`src/rtl/facto_arbiter.sv`:
```
// Round-robin arbiter that shares one factorial engine among NUM_REQ requesters.
// It rejects negative operands locally and aborts engine jobs that hang past TIMEOUT cycles.
module facto_arbiter #(
  parameter int NUM_REQ = 4,
  parameter int TIMEOUT = 4096,
  parameter int IDX_W   = 2
) (
  input  logic                    clk,
  input  logic                    reset_n,
  input  logic [NUM_REQ-1:0]      req,
  input  logic [64*NUM_REQ-1:0]   req_oper,
  output logic [NUM_REQ-1:0]      grant,
  output logic [NUM_REQ-1:0]      done,
  output logic                    err,
  output logic [127:0]            rsp_result,
  output logic                    busy,
  output logic                    eng_op_start,
  output logic                    eng_op_clear,
  output logic [63:0]             eng_oper,
  input  logic                    eng_op_done,
  input  logic [127:0]            eng_result
);

  localparam int CNT_W = (TIMEOUT > 1) ? $clog2(TIMEOUT) : 1;

  typedef enum logic [1:0] {
    S_IDLE,
    S_RUN,
    S_CLEAR,
    S_REJECT
  } state_t;

  state_t             state_q;
  logic [IDX_W-1:0]   rr_q;
  logic [IDX_W-1:0]   win_q;
  logic [NUM_REQ-1:0] mask_q;
  logic [CNT_W-1:0]   cnt_q;
  logic [NUM_REQ-1:0] grant_q;
  logic [NUM_REQ-1:0] done_q;
  logic               err_q;
  logic [127:0]       rsp_result_q;
  logic               busy_q;
  logic               eng_op_start_q;
  logic               eng_op_clear_q;
  logic [63:0]        eng_oper_q;

  logic [NUM_REQ-1:0] elig;
  logic               found;
  logic [IDX_W-1:0]   idx;
  logic [IDX_W-1:0]   win_d;
  logic [NUM_REQ-1:0] win_oh;
  logic [63:0]        sel_oper;
  logic [IDX_W-1:0]   rr_d;

  // Scan from the round-robin pointer; the first eligible index wins.
  always_comb begin
    elig  = req & ~mask_q;
    found = 1'b0;
    idx   = '0;
    win_d = '0;
    for (int unsigned i = 0; i < NUM_REQ; i++) begin
      idx = IDX_W'((32'(rr_q) + i) % NUM_REQ);
      if (!found && elig[idx]) begin
        found = 1'b1;
        win_d = idx;
      end
    end
    win_oh   = NUM_REQ'(1) << win_d;
    sel_oper = req_oper[{win_d, 6'b0} +: 64];
    rr_d     = (win_q == IDX_W'(NUM_REQ - 1)) ? '0 : win_q + 1'b1;
  end

  always_ff @(posedge clk or negedge reset_n) begin
    if (!reset_n) begin
      state_q        <= S_IDLE;
      rr_q           <= '0;
      win_q          <= '0;
      mask_q         <= '0;
      cnt_q          <= '0;
      grant_q        <= '0;
      done_q         <= '0;
      err_q          <= 1'b0;
      rsp_result_q   <= '0;
      busy_q         <= 1'b0;
      eng_op_start_q <= 1'b0;
      eng_op_clear_q <= 1'b0;
      eng_oper_q     <= '0;
    end else begin
      done_q <= '0;
      case (state_q)
        S_IDLE: begin
          mask_q <= '0;
          if (found) begin
            win_q   <= win_d;
            grant_q <= win_oh;
            busy_q  <= 1'b1;
            if (sel_oper[63]) begin
              state_q      <= S_REJECT;
              done_q       <= win_oh;
              err_q        <= 1'b1;
              rsp_result_q <= '0;
            end else begin
              state_q        <= S_RUN;
              eng_oper_q     <= sel_oper;
              eng_op_start_q <= 1'b1;
            end
          end
        end
        S_RUN: begin
          cnt_q <= cnt_q + 1'b1;
          // Engine completion takes priority over a coincident timeout.
          if (eng_op_done || (cnt_q == CNT_W'(TIMEOUT - 1))) begin
            state_q        <= S_CLEAR;
            eng_op_start_q <= 1'b0;
            eng_op_clear_q <= 1'b1;
            done_q         <= grant_q;
            err_q          <= !eng_op_done;
            rsp_result_q   <= eng_op_done ? eng_result : '0;
          end
        end
        S_CLEAR, S_REJECT: begin
          state_q        <= S_IDLE;
          eng_op_clear_q <= 1'b0;
          grant_q        <= '0;
          mask_q         <= grant_q;
          rr_q           <= rr_d;
          cnt_q          <= '0;
          busy_q         <= 1'b0;
        end
        default: state_q <= S_IDLE;
      endcase
    end
  end

  assign grant        = grant_q;
  assign done         = done_q;
  assign err          = err_q;
  assign rsp_result   = rsp_result_q;
  assign busy         = busy_q;
  assign eng_op_start = eng_op_start_q;
  assign eng_op_clear = eng_op_clear_q;
  assign eng_oper     = eng_oper_q;

endmodule

```
`config.mk`:
```
export PLATFORM = sky130hd
export DESIGN_NAME = facto_arbiter
export DESIGN_NICKNAME = d
export VERILOG_FILES = /design/src/rtl/facto_arbiter.sv
export SDC_FILE = /design/constraint.sdc
export NUM_CORES = 1
export LEC_CHECK = 0
export ABC_AREA = 1
export CAP_MARGIN = 20
export CORE_AREA = 2 2 231 233
export CTS_BUF_LIST = sky130_fd_sc_hd__clkbuf_4 sky130_fd_sc_hd__clkbuf_8
export DETAILED_ROUTE_END_ITERATION = 12
export DIE_AREA = 0 0 233 235
export PLACE_DENSITY = 0.49
export SETUP_SLACK_MARGIN = 0.2
export SYNTH_ARGS = -nofsm -noshare
export SYNTH_HDL_FRONTEND = slang
export SYNTH_SLANG_ARGS = --single-unit
```
`constraint.sdc`:
```
create_clock -name clk -period 2.33 [get_ports clk]
set_input_delay 0.466 -clock clk [delete_from_list [all_inputs] [get_ports clk]]
set_output_delay 0.466 -clock clk [all_outputs]
set_load 0.01 [all_outputs]
```
# Yosys cells after proc, flatten, opt, wreduce, memory -nomap -nowiden
# Cells that the tools add are included.
# W data, S select, Z words.
[word_totals]
elab_cells = 102
ff_bits = 225
in_bits = 391
[classes]
n_eq_ne = 9
n_reduce_logical = 20
magnitude_cmp = 4
muxes = 46
n_bitwise = 3
shift = 2
add_sub_neg = 5
[op_table]
columns = ["operator", "n"]
rows = [
  ["$mux W128", 4],
  ["$pmux W128 S2", 1],
  ["$shiftx A256 B9 Y64", 1],
  ["$pmux W12 S2", 1],
  ["$pmux W4 S2", 3],
  ["$mux W1", 16],
  ["$mux W2", 8],
  ["$mux W4", 4],
  ["$add A12 B1 Y12 const B", 1],
  ["$eq A12 B12 Y1 const B", 1],
  ["$lt A2 B3 Y1 const B", 4],
  ["$bmux W1 S2", 4],
  ["$ne A2 B2 Y1 const B", 4],
  ["$pmux W1 S2", 4],
  ["$reduce_and A2 Y1", 4],
  ["$reduce_and A4 Y1", 2],
  ["$eq A2 B2 Y1 const B", 3],
  ["$pmux W2 S3", 1],
  ["$reduce_bool A2 Y1", 3],
  ["$add A2 B1 Y2 const B", 2],
  ["$add A2 B2 Y2 const B", 2],
  ["$and A4 B4 Y4", 1],
  ["$logic_not A1 Y1", 4],
  ["$not A4 Y4", 1],
  ["8 further kinds", 10],
]

# Longest topological paths before layout
[logic_depth]
depth_word = 18
ltp_mapped = 20
depth_no_buf = 17

# Worst setup path before layout
# OpenSTA, ideal clock, no wires.
[synth_path]
kind = "flip-flop to flip-flop"
startpoint = "register rr_q[0]"
endpoint = "register rsp_result_q[24], in the netlist rsp_result[24]"
arrival_time_ns = 1.937
path_slack_ns = 0.277
path_buffers = 3
period_less_slack_ns = 2.053
stages_incl_launch_ff = 20
setup_ns = 0.116
cell_sequence = "dfrtp_1 -> buf_6 -> inv_4 -> nand3_1 -> nand3_2 -> nand2_2 -> nand2_2 -> nand2_1 -> nand2_1 -> nand3_2 -> nand2_1 -> nand2_1 -> nand2_1 -> nand2_2 -> nand2_2 -> nand2_2 -> buf_12 -> buf_8 -> nand2_2 -> nand2_1"
[synth_via]
elab_chain_cells = 15
elab_cells_between_ends = 29
classes_between = "add/sub (3); eq/ne (2); shift (1); mux (16); reduce/logical (7)"
[synth_rtl]
columns = ["item", "line", "rtl"]
rows = [
  ["start: declaration", "34", "logic [IDX_W-1:0] rr_q;"],
  ["start signal: assignment", "126", "rr_q <= rr_d;"],
  ["parallel branches: the longest is 14 deep, another holds $add A2 B1 Y2", "-", ""],
  ["$reduce_and A4 Y1 (no line) (*)", "-", ""],
  ["end signal: assignment", "118", "rsp_result_q <= eng_op_done ? eng_result : '0;"],
  ["end: declaration", "41", "logic [127:0] rsp_result_q;"],
]
# Mark *: on every way between the ends. The select of a mux whose other input is x is not followed.
# A chain may end at the register's enable or synchronous reset.

# Worst setup path in the final report
[layout_path]
startpoint = "register rr_q[0]"
endpoint = "register eng_oper_q[49], in the netlist eng_oper[49]"
[layout_via]
elab_chain_cells = 15
elab_cells_between_ends = 28
classes_between = "add/sub (3); shift (1); mux (16); bitwise (1); reduce/logical (7)"
[layout_rtl]
columns = ["item", "line", "rtl"]
rows = [
  ["parallel branches: the longest is 15 deep, another holds $add A2 B1 Y2", "-", ""],
  ["end signal: assignment", "104", "eng_oper_q <= sel_oper;"],
  ["end: declaration", "45", "logic [63:0] eng_oper_q;"],
]
# Several ways; the timed one is not identified. The select of a mux whose other input is x is not followed.

==> flow_metrics.tcl <==
set metrics [dict create \
    drv_cap 0 \
    worstSetupStartpointType "flip-flop" \
    io_pins 595 \
    die_x_microns 233 \
    crit_type "flip-flop to flip-flop" \
    drc_errors 0 \
    wl_per_cell_microns 17.63 \
    syn_area_sq_um 11490 \
    synth_top_area_share_pct 48.99 \
    fin_hold_ws_ps 388.8 \
    fmax_ghz 0.4187 \
    initial_core_util_pct 22.00 \
    ys_top_cells_by_area "dfrtp_1 49%, nand2_1 37%, nand3_1 3.8%" \
    dp_slack_ps -497.0 \
    cts_num_sinks 225 \
    synthDistinctLibCells 30 \
    finalClockSkew_ps 26.89 \
    path_max_fanout 8 \
    port_buffers 593 \
    ys_seq_area_share_pct 48.99 \
    rr_worst_depth 15 \
    mostFrequentLayoutCell "nand2_1" \
    synth_cells 1650 \
    dr.pass1.iters 4 \
    gp_congestion 0.8924 \
    rows 84 \
    syn_avg_cell_area_sq_um 6.965 \
    grtUsageTotal_pct 19.05 \
    cp_data_required_time_ps 2780 \
    viasPerCell 4.257 \
    grt_pass1_vias 13200 \
    grt_max_degree 62 \
    insertion_delay_ps 590 \
    drive_gt1_share_pct 13.49 \
    core_area_sq_um 52240 \
    dieArea_sq_um 54760 \
    drt_iter0_drc 581 \
    cp.arrival_ps 2840 \
    synth_top_cell_by_area "dfrtp_1" \
    worstHoldPathType "input pin to async pin" \
    area_delta_synth_final_pct 79.05 \
    grt_overflow 0 \
    hold_violations 0 \
    die-height_microns 235 \
    clockRootBuffer "clkbuf_8" \
    critPathCaptureType "flip-flop" \
    clk_pin_slew_worst_paths_ps 60 \
    final_core_util_pct 39.39 \
    leakage_nw 10.34 \
    power.density_nw_per_um2 1594 \
    antenna_found_initial 14 \
    htreeDepth 2 \
    synth_nets 2043 \
    rsz0062_at_grt "yes" \
    layout_common_cells "1,060 x nand2_1, 591 x clkdlybuf4s50_1, 223 x dfrtp_1" \
    grt_pass1_wl_mm 79.48 \
    drv_slew 0 \
    setup_viol 140 \
    wirelength_mm 53.65 \
    numCtsBuffers 45 \
    synth-seq-cells 225 \
    cts_tree "yes" \
    status "finished, violations left" \
    min_period_ps 2388 \
    clock_path_buffers 3 \
    num_vias 12950 \
    hpwl_mm 41.03 \
    antenna_left 0 \
    violations "negative setup slack" \
    yosysWarnings 0 \
    nets 2711 \
    setup_slack_ps -58.34 \
    final_min_period_over_clock_period_pct 102.5 \
    ir_worst_vdd_uv 890.8 \
    fin_tns_setup_ps -3510 \
]
## sequential cells by signal, summed over array words and instances (netlist names)
signal and count:
state_q 2, busy 1, eng_oper 63, rsp_result 128, eng_op_clear 1, err 1
cnt_q 12, win_q 2, rr_q 2, mask_q 4, done 4, eng_op_start 1
grant 4
## power by group
group	leakage [nW]	internal, mW	switching (mW)
Clock	0.517	2.57	1.80
Sequential	2.96	5.22	0.821
Combinational	6.86	9.74	12.6
Total	10.3	17.5	15.3
## cell families after synthesis
family,count (synthesis),synth area share [%]
AOI/OAI and AO/OA,36,1.797
and+or+nand+nor,1259,43.04
buffers and inverters,127,5.923
adders and majority gates,2,0.2177
other,1,0.03263
DFF,225,48.99
## stage by stage
step                      instances  power [mW]  cell area (sq um)
after floorplan                1650       16.98              11490
after global placement         2940       26.03              18810
after detailed placement       2940       26.11              18810
after CTS                      3030       32.16              20170
after global routing           3043       35.67              20580
final                          3043       32.79              20580
## worst max-delay path, stage by stage (launching register included)
cell	delay [ps]
dfrtp_2	500
clkinv_4	180
nand3_4	120
nand3_2	100
nand2_4	140
and2_4	190
nand2_4	70
o21ai_4	160
nand2_2	90
buf_6	120
nand3_4	90
nand2_4	90
buf_12	150
buf_4	160
nand2_1	50
nand2_1	50
## cell type report
cell class / instances / area, sq um
Fill cell: 5492 / 31660
Timing Repair Buffer: 714 / 7353
Sequential cell: 225 / 5633
Multi-Input combinational cell: 1300 / 5622
Clock buffer: 72 / 865.8
Tap cell: 688 / 860.8
Inverter: 32 / 135.1
Clock inverter: 7 / 95.09
Antenna cell: 5 / 12.51
## per-layer routing
| metal | vias to the layer above | global-route usage [%] | part of all wire (%) |
|---|---|---|---|
| li1 | 6399 | - | - |
| met1 | 5978 | 21.44 | 39 |
| met2 | 488 | 33.41 | 50 |
| met3 | 79 | 6.772 | 9.2 |
| met4 | 10 | 5.906 | 2.3 |
| met5 | - | 0 | 0.13 |
## path summary, 6_finish.rpt
kind	startpoint	end	slack (ps)
min reg2reg	rsp_result[59]$_DFFE_PN0P_	rsp_result[59]$_DFFE_PN0P_	470
max	rr_q[0]$_DFFE_PN0N_	eng_oper[49]$_DFFE_PN0P_	-60
min	reset_n	rsp_result[48]$_DFFE_PN0P_	390
max in group asynchronous	reset_n	rsp_result[16]$_DFFE_PN0P_	1220
min in group clk	eng_result[78]	rsp_result[78]$_DFFE_PN0P_	420
max reg2reg	rr_q[0]$_DFFE_PN0N_	eng_oper[49]$_DFFE_PN0P_	-60
## timing repair
action,CTS,global route
endpoints found under the hold margin,39,0
setup endpoints to repair,207,211
setup buffers,6,5
cloned,4,3
gates resized for setup,74,77
hold buffers,1,0
pin swaps,7,7
## synthesized netlist by cell type, drive strengths merged
library cell	count
o21ai	16
conb	1
o21a	1
nand3	94
ha	2
nand4	5
o221ai	1
nor3	3
o22ai	8
a21oi	9
clkbuf	30
nand2	1143
o31ai	1
dfrtp	225
inv	32
and2	1
buf	65
nor2	13
No activity file was read; power rests on OpenSTA's default activity.
